<file path="src/rtl/uart_tx_frame_arbiter.sv">
// ---------------------------------------------------------------------------
// uart_tx_frame_arbiter
//
// Shares one UART driver TX byte stream between P_NUM_REQ requesters.
// Ownership is granted round-robin per frame. It is held from the first byte
// until the byte flagged last is accepted, and a fixed idle gap follows.
// A watchdog abandons a frame whose owner stops presenting bytes.
//
// Ports:
//   i_clk, i_rst_n   clock, asynchronous active-low reset
//   i_req_data       packed requester bytes, requester k at [k*W +: W]
//   i_req_valid      per-requester byte valid
//   i_req_last       per-requester last-byte flag (qualified by valid)
//   o_req_ready      per-requester ready (only the owner is ever readied)
//   o_tx_data        byte to the UART driver
//   o_tx_valid       byte valid to the UART driver
//   i_tx_ready       UART driver ready
//   o_grant          one-hot current owner, zero when none
//   o_busy           high while a frame or its idle gap is in progress
//   o_timeout        one-cycle pulse when a stalled frame is abandoned
// ---------------------------------------------------------------------------
module uart_tx_frame_arbiter #(
    parameter int P_NUM_REQ        = 4,
    parameter int P_DATA_WIDTH     = 8,
    parameter int P_GAP_CYCLES     = 2,
    parameter int P_TIMEOUT_CYCLES = 1024
) (
    input  logic                              i_clk,
    input  logic                              i_rst_n,
    input  logic [P_NUM_REQ*P_DATA_WIDTH-1:0] i_req_data,
    input  logic [P_NUM_REQ-1:0]              i_req_valid,
    input  logic [P_NUM_REQ-1:0]              i_req_last,
    output logic [P_NUM_REQ-1:0]              o_req_ready,
    output logic [P_DATA_WIDTH-1:0]           o_tx_data,
    output logic                              o_tx_valid,
    input  logic                              i_tx_ready,
    output logic [P_NUM_REQ-1:0]              o_grant,
    output logic                              o_busy,
    output logic                              o_timeout
);

    localparam int IW = (P_NUM_REQ > 1) ? $clog2(P_NUM_REQ) : 1;
    localparam int TW = (P_TIMEOUT_CYCLES > 1) ? $clog2(P_TIMEOUT_CYCLES) : 1;
    localparam int GW = (P_GAP_CYCLES > 1) ? $clog2(P_GAP_CYCLES) : 1;
    localparam logic [TW-1:0] TO_LAST  = TW'(P_TIMEOUT_CYCLES - 1);
    localparam logic [GW-1:0] GAP_LAST = GW'((P_GAP_CYCLES > 0) ? P_GAP_CYCLES - 1 : 0);

    typedef enum logic [1:0] {
        ST_IDLE = 2'd0,
        ST_XFER = 2'd1,
        ST_GAP  = 2'd2
    } state_t;

    state_t               state_q;
    logic [P_NUM_REQ-1:0] grant_q;
    logic [IW-1:0]        owner_q;
    logic [IW-1:0]        ptr_q;
    logic [TW-1:0]        to_cnt_q;
    logic [GW-1:0]        gap_cnt_q;
    logic                 busy_q;
    logic                 timeout_q;

    // Requester index 'off' positions after 'base', wrapping at P_NUM_REQ.
    function automatic logic [IW-1:0] rr_idx(input logic [IW-1:0] base, input int off);
        int s;
        s = int'(base) + off;
        if (s >= P_NUM_REQ) s = s - P_NUM_REQ;
        return IW'(s);
    endfunction

    // Round-robin search starting at the pointer. Scanning from the farthest
    // offset down lets the nearest valid requester overwrite earlier hits.
    logic          any_valid;
    logic [IW-1:0] win_idx;
    logic [IW-1:0] ptr_d;

    always_comb begin
        // NOTE: every always_comb output gets a default first so no path leaves it unassigned (no latch).
        any_valid = 1'b0;
        win_idx   = '0;
        for (int i = P_NUM_REQ - 1; i >= 0; i--) begin
            if (i_req_valid[rr_idx(ptr_q, i)]) begin
                any_valid = 1'b1;
                win_idx   = rr_idx(ptr_q, i);
            end
        end
        ptr_d = (win_idx == IW'(P_NUM_REQ - 1)) ? '0 : win_idx + 1'b1;
    end

    // Owner passthrough; everything is gated off outside XFER.
    logic in_xfer;
    logic owner_valid;
    logic tx_fire;
    logic abort;
    logic frame_end;

    assign in_xfer     = (state_q == ST_XFER);
    assign owner_valid = in_xfer & i_req_valid[owner_q];
    assign tx_fire     = owner_valid & i_tx_ready;
    assign abort       = in_xfer & ~i_req_valid[owner_q] & (to_cnt_q == TO_LAST);
    assign frame_end   = (tx_fire & i_req_last[owner_q]) | abort;

    assign o_tx_valid  = owner_valid;
    assign o_tx_data   = in_xfer ? i_req_data[int'(owner_q)*P_DATA_WIDTH +: P_DATA_WIDTH] : '0;
    assign o_req_ready = (in_xfer & i_tx_ready) ? grant_q : '0;
    assign o_grant     = grant_q;
    assign o_busy      = busy_q;
    assign o_timeout   = timeout_q;

    always_ff @(posedge i_clk or negedge i_rst_n) begin
        // NOTE: counters and pointer are control state, so all of them are reset, not just the FSM.
        if (!i_rst_n) begin
            state_q   <= ST_IDLE;
            grant_q   <= '0;
            owner_q   <= '0;
            ptr_q     <= '0;
            to_cnt_q  <= '0;
            gap_cnt_q <= '0;
            busy_q    <= 1'b0;
            timeout_q <= 1'b0;
        end else begin
            // NOTE: sequential state uses non-blocking assignments so every register sees pre-edge values.
            timeout_q <= abort;
            case (state_q)
                ST_IDLE: begin
                    if (any_valid) begin
                        state_q  <= ST_XFER;
                        grant_q  <= {{(P_NUM_REQ-1){1'b0}}, 1'b1} << win_idx;
                        owner_q  <= win_idx;
                        // Priority moves on at grant time, so an aborted owner still loses its turn.
                        ptr_q    <= ptr_d;
                        to_cnt_q <= '0;
                        busy_q   <= 1'b1;
                    end
                end
                ST_XFER: begin
                    if (frame_end) begin
                        grant_q   <= '0;
                        to_cnt_q  <= '0;
                        gap_cnt_q <= '0;
                        if (P_GAP_CYCLES == 0) begin
                            state_q <= ST_IDLE;
                            busy_q  <= 1'b0;
                        end else begin
                            state_q <= ST_GAP;
                        end
                    end else if (owner_valid) begin
                        to_cnt_q <= '0;
                    end else begin
                        to_cnt_q <= to_cnt_q + 1'b1;
                    end
                end
                ST_GAP: begin
                    if (gap_cnt_q == GAP_LAST) begin
                        state_q <= ST_IDLE;
                        busy_q  <= 1'b0;
                    end else begin
                        gap_cnt_q <= gap_cnt_q + 1'b1;
                    end
                end
                default: begin
                    state_q <= ST_IDLE;
                    grant_q <= '0;
                    busy_q  <= 1'b0;
                end
            endcase
        end
    end

endmodule

</file>
<file path="config.mk">
export PLATFORM = sky130hd
export DESIGN_NAME = uart_tx_frame_arbiter
export DESIGN_NICKNAME = d
export VERILOG_FILES = /design/src/rtl/uart_tx_frame_arbiter.sv
export SDC_FILE = /design/constraint.sdc
export NUM_CORES = 1
export LEC_CHECK = 0
export CORE_MARGIN = 5
export CORE_UTILIZATION = 45
export CTS_CLUSTER_DIAMETER = 40
export DETAILED_ROUTE_END_ITERATION = 8
export MAX_ROUTING_LAYER = met4
export PLACE_DENSITY = 0.82
export SLEW_MARGIN = 10
export SYNTH_ARGS = -nofsm -noshare
export SYNTH_HDL_FRONTEND = slang
export SYNTH_SLANG_ARGS = --single-unit
</file>
<file path="constraint.sdc">
create_clock -name i_clk -period 2.1 [get_ports i_clk]
set_clock_uncertainty 0.2 [all_clocks]
set_input_delay 0.42 -clock i_clk [delete_from_list [all_inputs] [get_ports i_clk]]
set_output_delay 0.42 -clock i_clk [all_outputs]
set_load 0.01 [all_outputs]
</file>
==> impl_metrics.env <==
export IMPL_setup_ws_ps=-169
export IMPL_final_layout_size_suffix_gt1_share_pct=28.6
export IMPL_dieArea_um2=5070
export IMPL_detail_route_vias_per_cell=5.44
export IMPL_io_pins=62
export IMPL_worstMarginPinSlew_ps=451
export IMPL_cts_sinks=23
export IMPL_violations="setup timing"
export IMPL_clk_pin_slew_ps=90
export IMPL_period_needed_ps=2270
export IMPL_crit_path_start_kind="register"
export IMPL_finalHoldViolations=0
export IMPL_hp_class="primary input to asynchronous set/reset pin"
export IMPL_path_common_cell="buf_6"
export IMPL_dpl_cell_area_um2=2500
export IMPL_synth_cell_type_count=41
export IMPL_synth_cells=159
export IMPL_max_stage_delay_ps=490
export IMPL_period_share_pct=108
export IMPL_slew_headroom_pct=69.8
export IMPL_drtPass1Iterations=4
export IMPL_drc=0
export IMPL_area_growth_synth_to_final_pct=52.5
export IMPL_path_cells="buf_6 > buf_6 > mux4_2 > and2_4 > buf_6"
export IMPL_cts_htree_levels=1
export IMPL_grt_max_degree=24
export IMPL_synth_area_per_cell_um2=10.6
export IMPL_synth_main_ff_cell="dfrtp_1"
export IMPL_postCtsHoldBufs=0
export IMPL_worstPathRequired_ps=1480
export IMPL_critical_path_class="register to output port"
export IMPL_drt_initial_drc_count=117
export IMPL_fmaxAchievable_mhz=441
export IMPL_crit_path_end_kind="output port"
export IMPL_dieWidth_um=71.2
export IMPL_worstPathArrival_ps=1650
export IMPL_p_per_area_nw_per_um2=1160
export IMPL_wire_per_inst_um=16.2
export IMPL_synth_warnings=0
export IMPL_ant_nets=0
export IMPL_slew_viol_final=0
export IMPL_synth_edf_count=0
export IMPL_syn_nets=207
export IMPL_synth_area_um2=1680
export IMPL_hpwl_mm=3.70
export IMPL_place_gp_congestion=0.893
export IMPL_design_area_um2=2570
export IMPL_grt_first_pass_wirelength_mm=7.63
export IMPL_rsz0062_at_grt="true"
export IMPL_utilization_pct=70.7
export IMPL_synth_seq_area_share_pct=34.2
export IMPL_synth_async_reset_ratio_pct=100
export IMPL_clkLatencyLatePin_ps=260
export IMPL_io_buffers=61
export IMPL_power_total_w=0.00297
export IMPL_maxCapViolations=0
export IMPL_grt_ovfl_total=0
export IMPL_cp_slowest_cell="mux4_2"
export IMPL_grt_usage_pct=19.1
export IMPL_cts_root_buf="clkbuf_8"
export IMPL_status="complete, but fails checks"
export IMPL_ys_ff_latch=23
export IMPL_tns_ps=-1040
export IMPL_finalSetupViolations=9
export IMPL_diodes=0
export IMPL_cts_tree="done"
export IMPL_cts_max_path_buffers=2
export IMPL_start_util_pct=46.3
export IMPL_dp_slack_ps=-551
export IMPL_p_leak_nw=1.20
export IMPL_core_area_um2=3630
export IMPL_cp_max_fo=4
export IMPL_dr_total_vias=1595
export IMPL_cts_buffers=3
export IMPL_totalWireLength_mm=4.74
export IMPL_antenna_found_initial=0
export IMPL_nets=294
export IMPL_rows=22
export IMPL_grt_pass1_vias=1606
export IMPL_ir_worst_vdd_v=0.000665
export IMPL_die_y_um=71.2
==> placed cells by master, fill, tap and decap left out, types with 2 or more instances in the layout <==
master,netlist,final
clkdlybuf4s50_1,0,43
dfrtp_1,23,22
buf_4,1,21
inv_1,10,10
buf_6,3,10
mux4_2,8,9
nor2_1,9,9
nand2_1,9,9
o21ai_0,7,7
and2_1,10,7
and3_1,7,7
nand3_1,7,7
mux2i_1,6,6
buf_2,2,6
o22ai_1,5,5
ha_1,5,5
dlygate4sd2_1,0,5
a22o_1,4,4
nand2b_1,4,4
a21oi_1,6,4
a21o_1,4,4
and2_4,0,3
mux2_2,3,3
a31oi_1,3,3
clkbuf_8,0,3
a21oi_2,0,2
o2bb2ai_1,2,2
clkdlybuf4s15_1,0,2
clkbuf_2,0,2
==> layer usage <==
metal  track usage, %  wire, µm  vias up
met3             1.85       203       14
met2             32.7      2430       53
met4             5.22       109        0
met5                -         0        -
met1             24.1      1990      759
li1                 -         -      769
==> power by group <==
part	switching, W	internal (W)
clock network	0.000147	0.000132
logic	0.000880	0.00115
registers	0.000111	0.000557
==> sequential cells by signal (all words and copies together), names as in the netlist <==
signal     flops
ptr_q          2
o_busy         1
to_cnt_q      10
gap_cnt_q      1
o_timeout      1
state_q        2
o_grant        4
owner_q        2
==> Yosys cell counts (2+ instances only) <==
| cell type | count | share of area (%) |
|---|---|---|
| dfrtp_1 | 23 | 34 |
| and2_1 | 10 | 3.7 |
| inv_1 | 10 | 2.2 |
| nand2_1 | 9 | 2.0 |
| nor2_1 | 9 | 2.0 |
| mux4_2 | 8 | 11 |
| and3_1 | 7 | 2.6 |
| nand3_1 | 7 | 2.1 |
| o21ai_0 | 7 | 2.1 |
| a21oi_1 | 6 | 1.8 |
| mux2i_1 | 6 | 3.6 |
| ha_1 | 5 | 3.7 |
| o22ai_1 | 5 | 1.9 |
| a21o_1 | 4 | 1.8 |
| a22o_1 | 4 | 2.1 |
| nand2b_1 | 4 | 1.5 |
| a31oi_1 | 3 | 1.1 |
| buf_6 | 3 | 2.0 |
| mux2_2 | 3 | 2.0 |
| buf_2 | 2 | 0.59 |
| clkbuf_1 | 2 | 0.45 |
| mux4_1 | 2 | 3.1 |
| o2bb2ai_1 | 2 | 1.0 |
==> critical path, delay by kind of cell, from the launching register on <==
family | cells | cell delay, ps
buffers and inverters | 3 | 340
DFF | 1 | 410
and+or+nand+nor | 1 | 150
muxes | 1 | 490
==> area by class of cell <==
type | instances | area [µm²]
tap | 48 | 60.1
timing repair buffer | 90 | 825
clock inverter | 1 | 5.00
sequential | 23 | 577
multi-input combinational | 118 | 1020
clock buffer | 3 | 41.3
fill | 274 | 1060
inverter | 10 | 37.5
==> cells by family (layout without fill, tap and decap cells) <==
family | count (synthesis) | in the layout | synth area share [%]
AO/OA/AOI/OAI | 39 | 39 | 17.0
adder cells (fa/ha/maj) | 5 | 5 | 3.71
buffers and inverters | 18 | 104 | 5.72
flip-flops | 23 | 23 | 34.2
multiplexers | 19 | 19 | 19.4
AND/OR/NAND/NOR | 55 | 55 | 20.0
==> through the flow <==
step | hold WS, ps | std cells
6_report | 293 | 293
5_1_grt | 327 | 293
4_1_cts | 308 | 293
3_5_place_dp | 302 | 286
3_3_place_gp | 287 | 286
2_1_floorplan | -75.6 | 159
==> timing repair <==
action,CTS,global route
gates cloned,0,0
endpoints found under the setup margin,17,13
gates resized for setup,57,11
pin swaps,7,0
setup buffers,3,0
==> final timing paths <==
path	startpoint	end	slack, ps	cells after the start
min reg2reg	o_busy	o_busy	310	2
min	i_rst_n	to_cnt_q[5]	290	2
max	owner_q[0]	o_tx_data[2]	-170	5
max reg2reg	owner_q[0]	to_cnt_q[4]	140	7
max in group asynchronous	i_rst_n	owner_q[0]	1150	2
min in group i_clk	o_busy	o_busy	310	2
Power figures use the tool's default switching activity.
